$ cat src/rtl/flexbyte_stp_packer_if.sv
// Handshake bundle for flexbyte_stp_packer: a word-wide input stream and a
// block-wide output stream, each with valid/ready flow control.
// The packer uses the slave modport and the traffic source/sink uses master.
interface flexbyte_stp_packer_if #(
  parameter int NUM_BYTES_IN  = 4,
  parameter int NUM_BYTES_OUT = 16
);
  localparam int WORDS = NUM_BYTES_OUT / NUM_BYTES_IN;
  localparam int CW    = $clog2(WORDS + 1);

  logic                       in_valid;
  logic                       in_ready;
  logic [NUM_BYTES_IN*8-1:0]  in_data;
  logic                       in_last;
  logic                       out_valid;
  logic                       out_ready;
  logic [NUM_BYTES_OUT*8-1:0] out_data;
  logic [CW-1:0]              out_words;
  logic                       out_partial;

  modport master (
    output in_valid, in_data, in_last, out_ready,
    input  in_ready, out_valid, out_data, out_words, out_partial
  );

  modport slave (
    input  in_valid, in_data, in_last, out_ready,
    output in_ready, out_valid, out_data, out_words, out_partial
  );
endinterface

$ cat src/rtl/flexbyte_stp_packer.sv
// Byte-oriented serial-to-parallel packer. Words of NUM_BYTES_IN bytes are
// shifted into an accumulator until WORDS of them form a block, or until a
// word flagged in_last closes a short block early. A completed block moves to
// a one-deep output register so the next block can fill while it waits.
// Short blocks are re-aligned so the first word sits in its nominal slot;
// the vacated slots are padded.
// Optional build macro: FLEXBYTE_STP_PAD_EN - pad bytes carry the PKCS#7
// value (number of pad bytes, mod 256) instead of 0x00.
module flexbyte_stp_packer #(
  parameter int MSB           = 1,
  parameter int NUM_BYTES_IN  = 4,
  parameter int NUM_BYTES_OUT = 16
) (
  input  logic                    clk,
  input  logic                    n_rst,
  input  logic                    clear,
  flexbyte_stp_packer_if.slave    bus
);
  localparam int IW    = NUM_BYTES_IN * 8;
  localparam int W     = NUM_BYTES_OUT * 8;
  localparam int WORDS = NUM_BYTES_OUT / NUM_BYTES_IN;
  localparam int CW    = $clog2(WORDS + 1);

  if ((NUM_BYTES_OUT <= NUM_BYTES_IN) || ((NUM_BYTES_OUT % NUM_BYTES_IN) != 0)) begin : g_bad_cfg
    $fatal(1, "flexbyte_stp_packer: NUM_BYTES_OUT must be a larger multiple of NUM_BYTES_IN");
  end

  typedef enum logic {FILL = 1'b0, STALL = 1'b1} state_t;

  state_t         state_reg, state_next;
  logic [W-1:0]   acc_reg, acc_next;
  logic [CW-1:0]  count_reg, count_next;
  logic [W-1:0]   out_data_reg, out_data_next;
  logic [CW-1:0]  out_words_reg, out_words_next;
  logic           out_partial_reg, out_partial_next;
  logic           out_valid_reg, out_valid_next;
  // word count and partial flag of a block parked in the accumulator
  logic [CW-1:0]  hold_words_reg, hold_words_next;
  logic           hold_partial_reg, hold_partial_next;

  logic           in_ready_int;
  logic           accept;
  logic           complete;
  logic           out_free;
  logic [CW-1:0]  n_words;
  logic [CW-1:0]  gap_words;
  logic [W-1:0]   shifted;
  logic [W-1:0]   aligned_raw;
  logic [W-1:0]   pad_fill;
  logic [W-1:0]   aligned;
  int             shift_amt;

  assign in_ready_int = (state_reg == FILL);
  assign accept       = bus.in_valid & in_ready_int & ~clear;
  assign n_words      = count_reg + CW'(1);
  assign gap_words    = CW'(WORDS) - n_words;
  assign complete     = accept & ((n_words == CW'(WORDS)) | bus.in_last);
  assign out_free     = ~out_valid_reg | bus.out_ready;

  // accumulator after taking the current word, in arrival order
  if (MSB != 0) begin : g_shift_msb
    assign shifted = {acc_reg[W-IW-1:0], bus.in_data};
  end else begin : g_shift_lsb
    assign shifted = {bus.in_data, acc_reg[W-1:IW]};
  end

  // move a short block so its first word lands in the nominal slot
  always_comb begin
    shift_amt = int'(gap_words) * IW;
    if (MSB != 0) aligned_raw = shifted << shift_amt;
    else          aligned_raw = shifted >> shift_amt;
  end

`ifdef FLEXBYTE_STP_PAD_EN
  logic [WORDS-1:0] pad_slot;
  logic [7:0]       pad_byte;

  assign pad_byte = 8'(int'(gap_words) * NUM_BYTES_IN);

  for (genvar gi = 0; gi < WORDS; gi++) begin : g_pad
    // slots left empty by the re-alignment shift
    if (MSB != 0) begin : g_low
      assign pad_slot[gi] = (CW'(gi) < gap_words);
    end else begin : g_high
      assign pad_slot[gi] = (CW'(gi) >= n_words);
    end
    assign pad_fill[gi*IW +: IW] = pad_slot[gi] ? {NUM_BYTES_IN{pad_byte}} : '0;
  end
`else
  assign pad_fill = '0;
`endif

  assign aligned = aligned_raw | pad_fill;

  // next-state and datapath decisions; clear overrides every handshake
  always_comb begin
    state_next        = state_reg;
    acc_next          = acc_reg;
    count_next        = count_reg;
    out_data_next     = out_data_reg;
    out_words_next    = out_words_reg;
    out_partial_next  = out_partial_reg;
    out_valid_next    = out_valid_reg;
    hold_words_next   = hold_words_reg;
    hold_partial_next = hold_partial_reg;

    if (clear) begin
      state_next        = FILL;
      acc_next          = '0;
      count_next        = '0;
      out_data_next     = '0;
      out_words_next    = '0;
      out_partial_next  = 1'b0;
      out_valid_next    = 1'b0;
      hold_words_next   = '0;
      hold_partial_next = 1'b0;
    end else begin
      if (out_valid_reg && bus.out_ready) begin
        out_valid_next = 1'b0;
      end

      case (state_reg)
        FILL: begin
          if (accept) begin
            if (complete) begin
              count_next = '0;
              if (out_free) begin
                out_data_next    = aligned;
                out_words_next   = n_words;
                out_partial_next = (n_words != CW'(WORDS));
                out_valid_next   = 1'b1;
                acc_next         = '0;
              end else begin
                acc_next          = aligned;
                hold_words_next   = n_words;
                hold_partial_next = (n_words != CW'(WORDS));
                state_next        = STALL;
              end
            end else begin
              acc_next   = shifted;
              count_next = n_words;
            end
          end
        end

        STALL: begin
          if (out_free) begin
            out_data_next    = acc_reg;
            out_words_next   = hold_words_reg;
            out_partial_next = hold_partial_reg;
            out_valid_next   = 1'b1;
            acc_next         = '0;
            count_next       = '0;
            state_next       = FILL;
          end
        end

        default: state_next = FILL;
      endcase
    end
  end

  // state and data registers with asynchronous reset
  always_ff @(posedge clk or negedge n_rst) begin
    if (!n_rst) begin
      state_reg        <= FILL;
      acc_reg          <= '0;
      count_reg        <= '0;
      out_data_reg     <= '0;
      out_words_reg    <= '0;
      out_partial_reg  <= 1'b0;
      out_valid_reg    <= 1'b0;
      hold_words_reg   <= '0;
      hold_partial_reg <= 1'b0;
    end else begin
      state_reg        <= state_next;
      acc_reg          <= acc_next;
      count_reg        <= count_next;
      out_data_reg     <= out_data_next;
      out_words_reg    <= out_words_next;
      out_partial_reg  <= out_partial_next;
      out_valid_reg    <= out_valid_next;
      hold_words_reg   <= hold_words_next;
      hold_partial_reg <= hold_partial_next;
    end
  end

  assign bus.in_ready    = in_ready_int;
  assign bus.out_valid   = out_valid_reg;
  assign bus.out_data    = out_data_reg;
  assign bus.out_words   = out_words_reg;
  assign bus.out_partial = out_partial_reg;
endmodule

$ cat src/flat_wrapper.sv
// flat-port wrapper written by rule: the top's interface ports become plain ports
module flexbyte_stp_packer_flat 
#(
  parameter int MSB           = 1,
  parameter int NUM_BYTES_IN  = 4,
  parameter int NUM_BYTES_OUT = 16
)
  (clk, n_rst, clear, bus_in_valid, bus_in_data, bus_in_last, bus_out_ready, bus_in_ready, bus_out_valid, bus_out_data, bus_out_words, bus_out_partial);
  flexbyte_stp_packer_if #(.NUM_BYTES_IN(NUM_BYTES_IN), .NUM_BYTES_OUT(NUM_BYTES_OUT)) bus_i ();
  input  logic clk;
  input  logic n_rst;
  input  logic clear;
  input wire logic [$bits(bus_i.in_valid)-1:0] bus_in_valid;
  input wire logic [$bits(bus_i.in_data)-1:0] bus_in_data;
  input wire logic [$bits(bus_i.in_last)-1:0] bus_in_last;
  input wire logic [$bits(bus_i.out_ready)-1:0] bus_out_ready;
  output wire logic [$bits(bus_i.in_ready)-1:0] bus_in_ready;
  output wire logic [$bits(bus_i.out_valid)-1:0] bus_out_valid;
  output wire logic [$bits(bus_i.out_data)-1:0] bus_out_data;
  output wire logic [$bits(bus_i.out_words)-1:0] bus_out_words;
  output wire logic [$bits(bus_i.out_partial)-1:0] bus_out_partial;
  assign bus_i.in_valid = bus_in_valid;
  assign bus_i.in_data = bus_in_data;
  assign bus_i.in_last = bus_in_last;
  assign bus_i.out_ready = bus_out_ready;
  assign bus_in_ready = bus_i.in_ready;
  assign bus_out_valid = bus_i.out_valid;
  assign bus_out_data = bus_i.out_data;
  assign bus_out_words = bus_i.out_words;
  assign bus_out_partial = bus_i.out_partial;
  flexbyte_stp_packer #(.MSB(MSB), .NUM_BYTES_IN(NUM_BYTES_IN), .NUM_BYTES_OUT(NUM_BYTES_OUT)) u_core (.clk(clk), .n_rst(n_rst), .clear(clear), .bus(bus_i));
endmodule
$ cat config.mk
export PLATFORM = sky130hd
export DESIGN_NAME = flexbyte_stp_packer_flat
export DESIGN_NICKNAME = d
export VERILOG_FILES = /design/src/rtl/flexbyte_stp_packer_if.sv /design/src/rtl/flexbyte_stp_packer.sv /design/src/flat_wrapper.sv
export SDC_FILE = /design/constraint.sdc
export NUM_CORES = 1
export LEC_CHECK = 0
export ABC_AREA = 1
export CAP_MARGIN = 20
export CORE_MARGIN = 8
export CORE_UTILIZATION = 48
export DETAILED_ROUTE_END_ITERATION = 6
export PLACE_DENSITY = 0.69
export SYNTH_ARGS = -nofsm -noshare
export SYNTH_HDL_FRONTEND = slang
export SYNTH_SLANG_ARGS = --single-unit
export TNS_END_PERCENT = 1
$ cat constraint.sdc
create_clock -name clk -period 5.9 [get_ports clk]
set_input_delay 0.885 -clock clk [delete_from_list [all_inputs] [get_ports clk]]
set_output_delay 0.885 -clock clk [all_outputs]
set_load 0.01 [all_outputs]
==> metrics.txt, run 1 <==
Cells after DPL ~3000; slew of the pin with the lowest slew margin 1.05 ns; largest cells by area after synthesis dfrtp_1 (41%), nand2_1 (16%), nand3_1 (14%); run status finished clean; Logic pwr share 22.2%; Hold Path Class in -> async; Initial Utilization between 40% and 50%; Iter 0 DRT Violations 1623; post-CTS setup buffer count 0; number of flops mapped to enable cells by yosys 0; vias per std cell around 5.7; RSZ-0062 raised after global routing false; Setup CP Type reg -> reg; global routing's busiest layer met2; register area share after synthesis 40.8%; core area 34200 sq um; Clock Root Buffer clkbuf_16; Ports 172; Clock Skew 0.0137 ns; Final TNS setup 0 ns; Port Buffers about 170; worst r2r path cells 6; Synth Warn # 0; prevailing post-synth register cell dfrtp_1; Startpoint Class register; Yosys cell types 20; Tcrit/Tclk final approximately three fifths; met3 Use GR 4.78%; fraction of layout cells with a size suffix above 1 3.55%; CTS Buf Count 34; synthesized flop and latch total 269; Syn Area/Cell 6.46 sq um; fill cell count about 3400; GRT Util Overall between 20% and 30%; gp weighted congestion 0.830; first-pass GRT wire length between 90000 and 100000 um; initial antenna violation count 1; register area about 6700 sq um; CTS max path bufs 3; M1 GR Usage 33.8%; Setup WS pre-CTS 2.02 ns; vias in the first global route 17100; asr flop ratio synth 100%; Die Ht 201 um; clock-pin slew on the worst setup and hold paths 0.06 ns; crit path max fanout 72; Synth top area share 40.8%; CTS Sinks roughly 270; switch share about a third; final non-filler cell total 3074; footprint of the multi-input gates 8060 sq um; syn nets between 2000 and 3000; post-CTS resize count 0; gr ovfl total 0; Flop pwr share 39.4%; H-tree depth 2; Data required, critical path 6.25 ns; reg-to-reg critical path startpoint u_core.count_reg[0]; Slew Viols, Final 0; maxcap violations 0; Routed Antenna Nets 0; Slowest-stage cell, CP nand2_4; max incr delay on CP 0.98 ns; P_leak 9.14 nW; wire per inst 18.3 um; Reg2Reg Setup Slack approximately 2.3 ns; crit-path leading delay family simple AND/OR/NAND/NOR gates; most frequent cells after synthesis nand2_1 (725), nand3_1 (459), nor2_1 (324); Cell Pwr Density between 200 and 300 nW/um^2; crit path time final roughly 3.6 ns; Cell Int Power 0.00365 W; CTS tree done; Slew HR 29.8%; met2 global-route usage 45.6%; crit path DAT 3.95 ns; top-count cell post-synth nand2_1; WHS 0.487 ns; crit-path cells ha_1 > ha_1 > o21ai_1 > nand2_4 > nand2_4 > o21ai_0; die area 40600 sq um; routed via count 17500; cells after synthesis ~2600; largest net degree at the start of global routing between 100 and 150; row count 68; Yosys top cell by area dfrtp_1; Clk pwr share 38.3%; Routed Wire Length between 50000 and 60000 um; Mapped Area 16500 sq um; Max Fclk 278 MHz; clk_lat worst skew around 0.51 ns; final hold vios 0; endpoints failing setup 0; DRT Pass-1 Iters 5; crit path buf inv count 0; drt drc 0; Max VDD drop 0.176 mV; Layout Nets approximately 2600; Sw Pwr 0.00169 W; Area growth syn-to-layout 17.4%; Critical Path Sink Type register; hold_buf cts 0; r2r endpoint u_core.bus.out_words[2]; post-DP HPWL 31900 um; worst setup margin 2.30 ns; Die W 201 um
power by group through the flow:
| stage | registers [W] | logic, W | clock network [W] |
|---|---|---|---|
| 6_report | 0.00211 | 0.00119 | 0.00205 |
| 3_3_place_gp | 0.00214 | 0.00117 | 0 |
| 5_1_grt | 0.00212 | 0.00131 | 0.00215 |
| 2_1_floorplan | 0.00215 | 0.000594 | 0 |
| 4_1_cts | 0.00211 | 0.00119 | 0.00207 |
| 3_5_place_dp | 0.00214 | 0.00118 | 0 |
cells by family after synthesis:
| group | share of synthesized area, % |
|---|---|
| simple gates | 40.0 |
| flops | 40.8 |
| compound gates | 8.22 |
| buf+inv | 10.8 |
| fa+ha+maj | 0.227 |
metrics by stage:
stage | total power [W] | cell area [sq um] | utilization, %
final | 0.00534 | 19400 | 56.6
after detailed placement | 0.00332 | 18200 | 53.3
after CTS | 0.00536 | 19300 | 56.5
after floorplan | 0.00274 | 16500 | -
after global routing | 0.00558 | 19400 | 56.6
after global placement | 0.00330 | 18200 | 53.3
placed cells by master, fill, tap and decap left out:
cell type        netlist  layout
dfrtp_4                0       1
clkinvlp_4             0       2
a22oi_1                4       4
a21oi_1              192     192
buf_16                 0       1
nor2_1               324     322
bufinv_16              0       1
buf_8                  0       1
nand3_2                0       1
clkbuf_16              0      35
inv_4                  0       1
nor3_1                64      64
buf_4                 11      18
clkinv_2               0       3
nand2_1              725     723
clkbuf_1              89      13
clkdlybuf4s50_1        0     170
nand3_1              459     457
diode_2                0       1
buf_12                 0       7
clkinv_4               0       1
o21ai_0               63      63
clkbuf_8               0       6
nand3_4                0       1
nand2_2                2       1
inv_6                  0       1
o21ai_1               10      10
inv_2                  4       5
inv_1                237     234
nand4_1                2       2
ha_1                   3       3
nor2_4                 1       4
dfrtp_1              269     268
nand2_8                0       1
nand2_4                0       2
layer usage:
layer | routed length, um | up-vias
met5 | 0 | -
met2 | 26900 | 788
met1 | 22600 | 8319
met3 | 4560 | 147
li1 | - | 8205
met4 | 2130 | 0
final cells by class:
| type | instances | share of cell area (%) |
|---|---|---|
| well taps | 455 | 2.94 |
| clock buffers | 54 | 5.20 |
| clock inverters | 7 | 0.375 |
| diodes | 1 | 0.0129 |
| repair buffers | 197 | 10.4 |
| inverters | 241 | 4.69 |
| flip-flops and latches | 269 | 34.8 |
| multi-input cells | 1850 | 41.6 |
worst max-delay path by stage:
stage | start | end | slack (ns) | cells past startpoint
floorplan | u_core.count_reg[0] | u_core.bus.out_data[64] | 3.79 | 11
global placement | clear | u_core.acc_reg[72] | 2.09 | 10
detailed placement | clear | u_core.hold_words_reg[0] | 2.02 | 10
CTS | u_core.count_reg[0] | u_core.bus.out_data[52] | 2.31 | 9
global route | u_core.count_reg[0] | u_core.bus.out_words[1] | 2.09 | 6
finish | u_core.count_reg[0] | u_core.bus.out_words[2] | 2.30 | 6
worst reg2reg max path, stage by stage, from the launching register on:
cell	delay, ns
dfrtp_4	0.68
ha_1	0.31
ha_1	0.26
o21ai_1	0.40
nand2_4	0.52
nand2_4	1.01
o21ai_0	0.26
No activity file was read; power rests on OpenSTA's default activity.
==> run 2, diff against run 1 <==
==> constraint.sdc (replaced) <==
create_clock -name clk -period 3.8 [get_ports clk]
set_input_delay 0.57 -clock clk [delete_from_list [all_inputs] [get_ports clk]]
set_output_delay 0.57 -clock clk [all_outputs]
set_load 0.01 [all_outputs]
==> run 2 against run 1 <==
Sequential share of layout area down 0.55 points; design area up 1.6%; clock power up 72%; via count down 0.78%; die area unchanged; setup slack worse by 1.7 ns; combinational power up 57%; register-to-register slack worse by 1.7 ns; critical path type unchanged; largest power group is now the clock network; highest routed layer unchanged.
==> metrics.txt, run 2 (synthesis results as in run 1) <==
Data required, critical path 4.28 ns; CTS Sinks roughly 270; DRT Pass-1 Iters 7; Clock Root Buffer clkbuf_16; reg-to-reg critical path startpoint u_core.count_reg[0]; die area slightly above 40000 sq um; post-DP HPWL roughly 33000 um; worst r2r path cells 8; row count 68; endpoints failing setup 0; Clk pwr share a little over 40%; Cell Pwr Density 440 nW/um^2; Initial Utilization about 48%; fraction of layout cells with a size suffix above 1 4.33%; vias per std cell 5.61; Die Ht 201 um; final non-filler cell total 3086; vias in the first global route 17100; Critical Path Sink Type register; Logic pwr share 21.6%; Setup CP Type reg -> reg; max incr delay on CP 0.65 ns; Ports 172; core area 34200 sq um; Reg2Reg Setup Slack 0.61 ns; r2r endpoint u_core.bus.out_data[75]; Power Total 0.00866 W; Sw Pwr 0.00263 W; Cell Int Power 0.00603 W; Final TNS setup 0 ns; clk_lat worst skew 0.57 ns; Layout Nets 2646; maxcap violations 0; Slew HR a little under two fifths; Flop pwr share between 30% and 40%; first-pass GRT wire length 90300 um; P_leak 9.30 nW; CTS Buf Count 31; final hold vios 0; Max VDD drop 0.428 mV; Post-DP Area around 18000 sq um; wire per inst 18.1 um; Critical Path Start u_core.count_reg[0]; H-tree depth 1; initial antenna violation count 1; clock-pin slew on the worst setup and hold paths around 0.06 ns; crit-path most repeated cell nand2_1; drt drc 0; Routed Wire Length 55800 um; gp weighted congestion a little under 0.9; Routed Antenna Nets 0; CTS max path bufs 3; Area growth syn-to-layout 19.3%; commonest non-fill, non-tap cell in the layout nand2_1; crit path time final 3.19 ns; crit path max fanout 163; CTS tree done; Startpoint Class register; Tcrit/Tclk final 83.8%; Hold Path Class reg -> reg; final instance area 19700 sq um; run status finished clean; WHS 0.495 ns; Worst Setup EP u_core.bus.out_data[75]; Max Fclk 314 MHz; largest net degree at the start of global routing between 150 and 200; switch share 30.3%; most frequent cells in the layout nand2_1 (723), nand3_1 (457), nor2_1 (322), dfrtp_1 (268), inv_1 (234); Die W 201 um; Slowest-stage cell, CP clkinv_2; RSZ-0062 raised after global routing false; slew of the pin with the lowest slew margin between 0.9 and 1 ns; Iter 0 DRT Violations about 1800; Port Buffers 171; routed via count about 17000; GRT Util Overall 26.8%; crit path DAT approximately 3.7 ns; post-CTS resize count 0; Slew Viols, Final 0; gr ovfl total 0; Clock Skew ~0.0094 ns; crit-path cells buf_12 > clkinv_2 > nand2_1 > nand3_4 > buf_4 > nand2_1 > nand3_1 > a21oi_1; Cells after DPL 3026
[run 2: cell count changes in the layout (fill, tap and decap cells not counted)]
cell / change
clkbuf_1: -10
bufinv_16: +9
buf_12: +8
buf_4: +7
clkinv_2: +6
clkbuf_16: -4
clkbuf_8: -2
buf_16: -1
clkinv_4: -1
clkinvlp_4: -1
dlygate4sd3_1: +1
[run 2: routing by layer]
metal  track usage (%)  wire length (um)  vias up
li1                  -                 -     8227
met1              33.6             22500     8242
met2              46.0             27000      747
met3              4.04              4390      106
met4              10.3              1870        0
met5                 0                 0        -
[run 2: stage by stage]
| step | worst slack [ns] | utilization (%) |
|---|---|---|
| 4_1_cts | 0.665 | 57.6 |
| 2_1_floorplan | 1.69 | - |
| 5_1_grt | 0.421 | 57.6 |
| 3_3_place_gp | 0.763 | 54.0 |
| 3_5_place_dp | 0.678 | 54.0 |
| 6_report | 0.615 | 57.6 |
[run 2: what timing repair did]
action	4_1_cts	5_1_grt
endpoints found under the hold margin	62	0
setup buffers	0	0
hold buffers	1	0
[run 2: area by class of cell]
class,instances,area (sq um)
Clock inverter,20,357
Tap cell,455,569
Timing Repair Buffer,212,2210
Antenna cell,1,2.50
Multi-Input combinational cell,1850,8060
Clock buffer,38,842
Inverter,241,908
Sequential cell,269,6740
Fill cell,3337,14500
[run 2: worst min path at each step]
| stage | end | from | depth (start not counted) | slack (ns) |
|---|---|---|---|---|
| floorplan | u_core.acc_reg[0] | n_rst | 0 | 0.27 |
| global placement | u_core.count_reg[1] | u_core.count_reg[1] | 2 | 0.47 |
| detailed placement | u_core.bus.out_words[1] | u_core.bus.out_words[1] | 2 | 0.48 |
| CTS | u_core.bus.out_words[1] | u_core.bus.out_words[1] | 2 | 0.50 |
| global route | u_core.bus.out_words[2] | u_core.bus.out_words[2] | 2 | 0.52 |
| finish | u_core.bus.out_words[1] | u_core.bus.out_words[1] | 2 | 0.49 |
[run 2: power groups by stage]
stage,sequential (W),clock [W],combinational [W]
after floorplan,0.00333,0,0.000922
after global placement,0.00330,0,0.00185
after detailed placement,0.00331,0,0.00186
after CTS,0.00326,0.00358,0.00187
after global routing,0.00328,0.00368,0.00206
final,0.00326,0.00353,0.00187
[run 2: critical path: cells and delay by family (launching register included)]
| kind | cells | cell delay (ns) |
|---|---|---|
| buf+inv | 3 | 1.60 |
| flops | 1 | 0.42 |
| compound gates | 1 | 0.19 |
| simple gates | 4 | 0.77 |
==> run 3, diff against run 2 <==
--- a/config.mk
+++ b/config.mk
@@ -10,7 +10,7 @@
 export CORE_MARGIN = 8
 export CORE_UTILIZATION = 48
 export DETAILED_ROUTE_END_ITERATION = 6
-export PLACE_DENSITY = 0.69
+export PLACE_DENSITY = 0.72
 export SYNTH_ARGS = -nofsm -noshare
 export SYNTH_HDL_FRONTEND = slang
 export SYNTH_SLANG_ARGS = --single-unit
==> constraint.sdc (replaced) <==
create_clock -name clk -period 2.6 [get_ports clk]
set_input_delay 0.39 -clock clk [delete_from_list [all_inputs] [get_ports clk]]
set_output_delay 0.39 -clock clk [all_outputs]
set_load 0.01 [all_outputs]
==> run 3 against run 2 <==
Clock skew grew 0.012 ns; fmax grew 27%; sequential power grew 47%; first-iteration DRC count shrank 4.8%; core utilization grew 0.46 points; final cell count grew 0.49%; combinational power grew 49%; via count grew 1.3%; register-to-register slack lost 0.52 ns; design area grew 0.80%.
==> metrics.txt, run 3 (synthesis results as in run 1) <==
run status finished clean; final instance area 19800 sq um; slew of the pin with the lowest slew margin 0.995 ns; GRT Util Overall 27.0%; reg-to-reg critical path startpoint u_core.count_reg[0]; Flop pwr share 40.3%; worst r2r path cells 10; Routed Wire Length 55800 um; DRT Pass-1 Iters 5; Max Fclk 398 MHz; first-pass GRT wire length 91300 um; final hold vios 0; crit path DAT 3.01 ns; gp weighted congestion approximately 0.88; Cell Pwr Density 597 nW/um^2; Area growth syn-to-layout 20.3%; crit-path cells ha_1 > ha_1 > inv_1 > ha_1 > inv_2 > buf_12 > nand3_1 > nand2_1 > nand3_1 > a21oi_1; Hold Path Class in -> async; Startpoint Class register; clk_lat worst skew 0.59 ns; crit path time final 2.51 ns; maxcap violations 0; max incr delay on CP 0.50 ns; drt drc 0; Critical Path Sink Type register; Critical Path Start u_core.count_reg[0]; crit path max fanout 58; CTS Sinks 269; Routed Antenna Nets 0; CTS max path bufs 3; Die Ht 201 um; Ports 172; fraction of layout cells with a size suffix above 1 4.69%; vias per std cell 5.66; Initial Utilization 48.2%; Setup CP Type reg -> reg; most frequent cells in the layout nand2_1 (723), nand3_1 (457), nor2_1 (322), dfrtp_1 (268), inv_1 (234); CTS tree done; gr ovfl total 0; vias in the first global route approximately 17000; largest net degree at the start of global routing 164; Setup WS pre-CTS 0.178 ns; Reg2Reg Setup Slack 0.09 ns; row count 68; wire per inst 18.0 um; endpoints failing setup 0; # diodes 0; Clock Skew 0.0210 ns; crit path buf inv count 3; core area roughly 34000 sq um; P_leak 9.38 nW; Post-DP Area 18800 sq um; CTS Buf Count 31; die area 40600 sq um; Slew Viols, Final 0; Cell Int Power between 0.008 and 0.009 W; Port Buffers 171; Clk pwr share 36.3%; commonest non-fill, non-tap cell in the layout nand2_1; Clock Root Buffer clkbuf_16; post-DP HPWL 34200 um; H-tree depth 1; crit-path leading delay family adder cells; register area 6740 sq um; Sw Pwr 0.00381 W; footprint of the multi-input gates ~8100 sq um; Tcrit/Tclk final 96.5%; Logic pwr share 23.4%; Layout Nets 2662; Slew HR 33.7%; worst setup margin 0.0901 ns; Die W between 200 and 250 um; routed via count 17500; Slowest-stage cell, CP dfrtp_4; fill cell count 3288; Iter 0 DRT Violations ~1700; crit-path most repeated cell ha_1; switch share 32.2%; r2r endpoint u_core.bus.out_data[88]; initial antenna violation count 4; Max VDD drop 0.641 mV; Data required, critical path 3.10 ns; clock-pin slew on the worst setup and hold paths 0.06 ns
-- run 3: changes by cell type in the layout (fill, tap and decap cells not counted) --
| cell | change |
|---|---|
| buf_16 | +1 |
| clkinvlp_4 | -1 |
| buf_4 | -3 |
| bufinv_16 | -10 |
| clkbuf_8 | +5 |
| diode_2 | -1 |
| clkbuf_1 | +6 |
| buf_12 | +18 |
| inv_16 | +1 |
| inv_6 | -1 |
-- run 3: worst max-delay path by stage --
stage | endpoint | slack [ns] | cells past startpoint
6_report | u_core.bus.out_data[88] | 0.09 | 10
5_1_grt | u_core.bus.out_data[88] | -0.0009 | 10
4_1_cts | u_core.bus.out_data[88] | 0.12 | 8
3_5_place_dp | u_core.bus.out_data[126] | 0.18 | 8
3_3_place_gp | u_core.bus.out_data[126] | 0.21 | 8
2_1_floorplan | u_core.bus.out_data[64] | 0.49 | 11
-- run 3: area by class of cell --
type | count | area share, %
Timing Repair Buffer | 228 | 13.0
Sequential cell | 269 | 33.9
Inverter | 241 | 4.58
Clock buffer | 49 | 4.70
Multi-Input combinational cell | 1850 | 40.6
Tap cell | 455 | 2.87
Clock inverter | 9 | 0.303
-- run 3: what timing repair did --
item | CTS | global route
hold endpoints to repair | 35 | 0
setup endpoints to repair | 0 | 13
resized for setup | 0 | 1
hold buffers | 1 | 0
setup buffers | 0 | 0
-- run 3: power by group through the flow --
stage	sequential, W	clock [W]	combinational (W)
5_1_grt	0.00481	0.00452	0.00306
6_report	0.00478	0.00430	0.00278
2_1_floorplan	0.00487	0	0.00135
4_1_cts	0.00478	0.00435	0.00278
3_3_place_gp	0.00484	0	0.00274
3_5_place_dp	0.00484	0	0.00276
-- run 3: metal layers --
metal  global-route usage (%)  up-vias  share of wire (%)  routed length (um)
li1                         -     8267                  -                   -
met1                     34.4     8297                 40               22300
met2                     45.7      846                 48               27000
met3                     4.05      123                8.5                4740
met4                     10.6        6                3.2                1800
met5                        0        -              0.066                  37
-- run 3: stage by stage --
stage	utilization [%]	TNS, ns	hold slack, ns	power, W	cells
after floorplan	-	0	0.0944	0.00622	2556
after global placement	55.1	0	0.315	0.00758	3042
after detailed placement	55.1	0	0.314	0.00760	3042
after CTS	58.0	0	0.301	0.0119	3101
after global routing	58.0	-0.000942	0.329	0.0124	3101
final	58.0	0	0.291	0.0119	3101
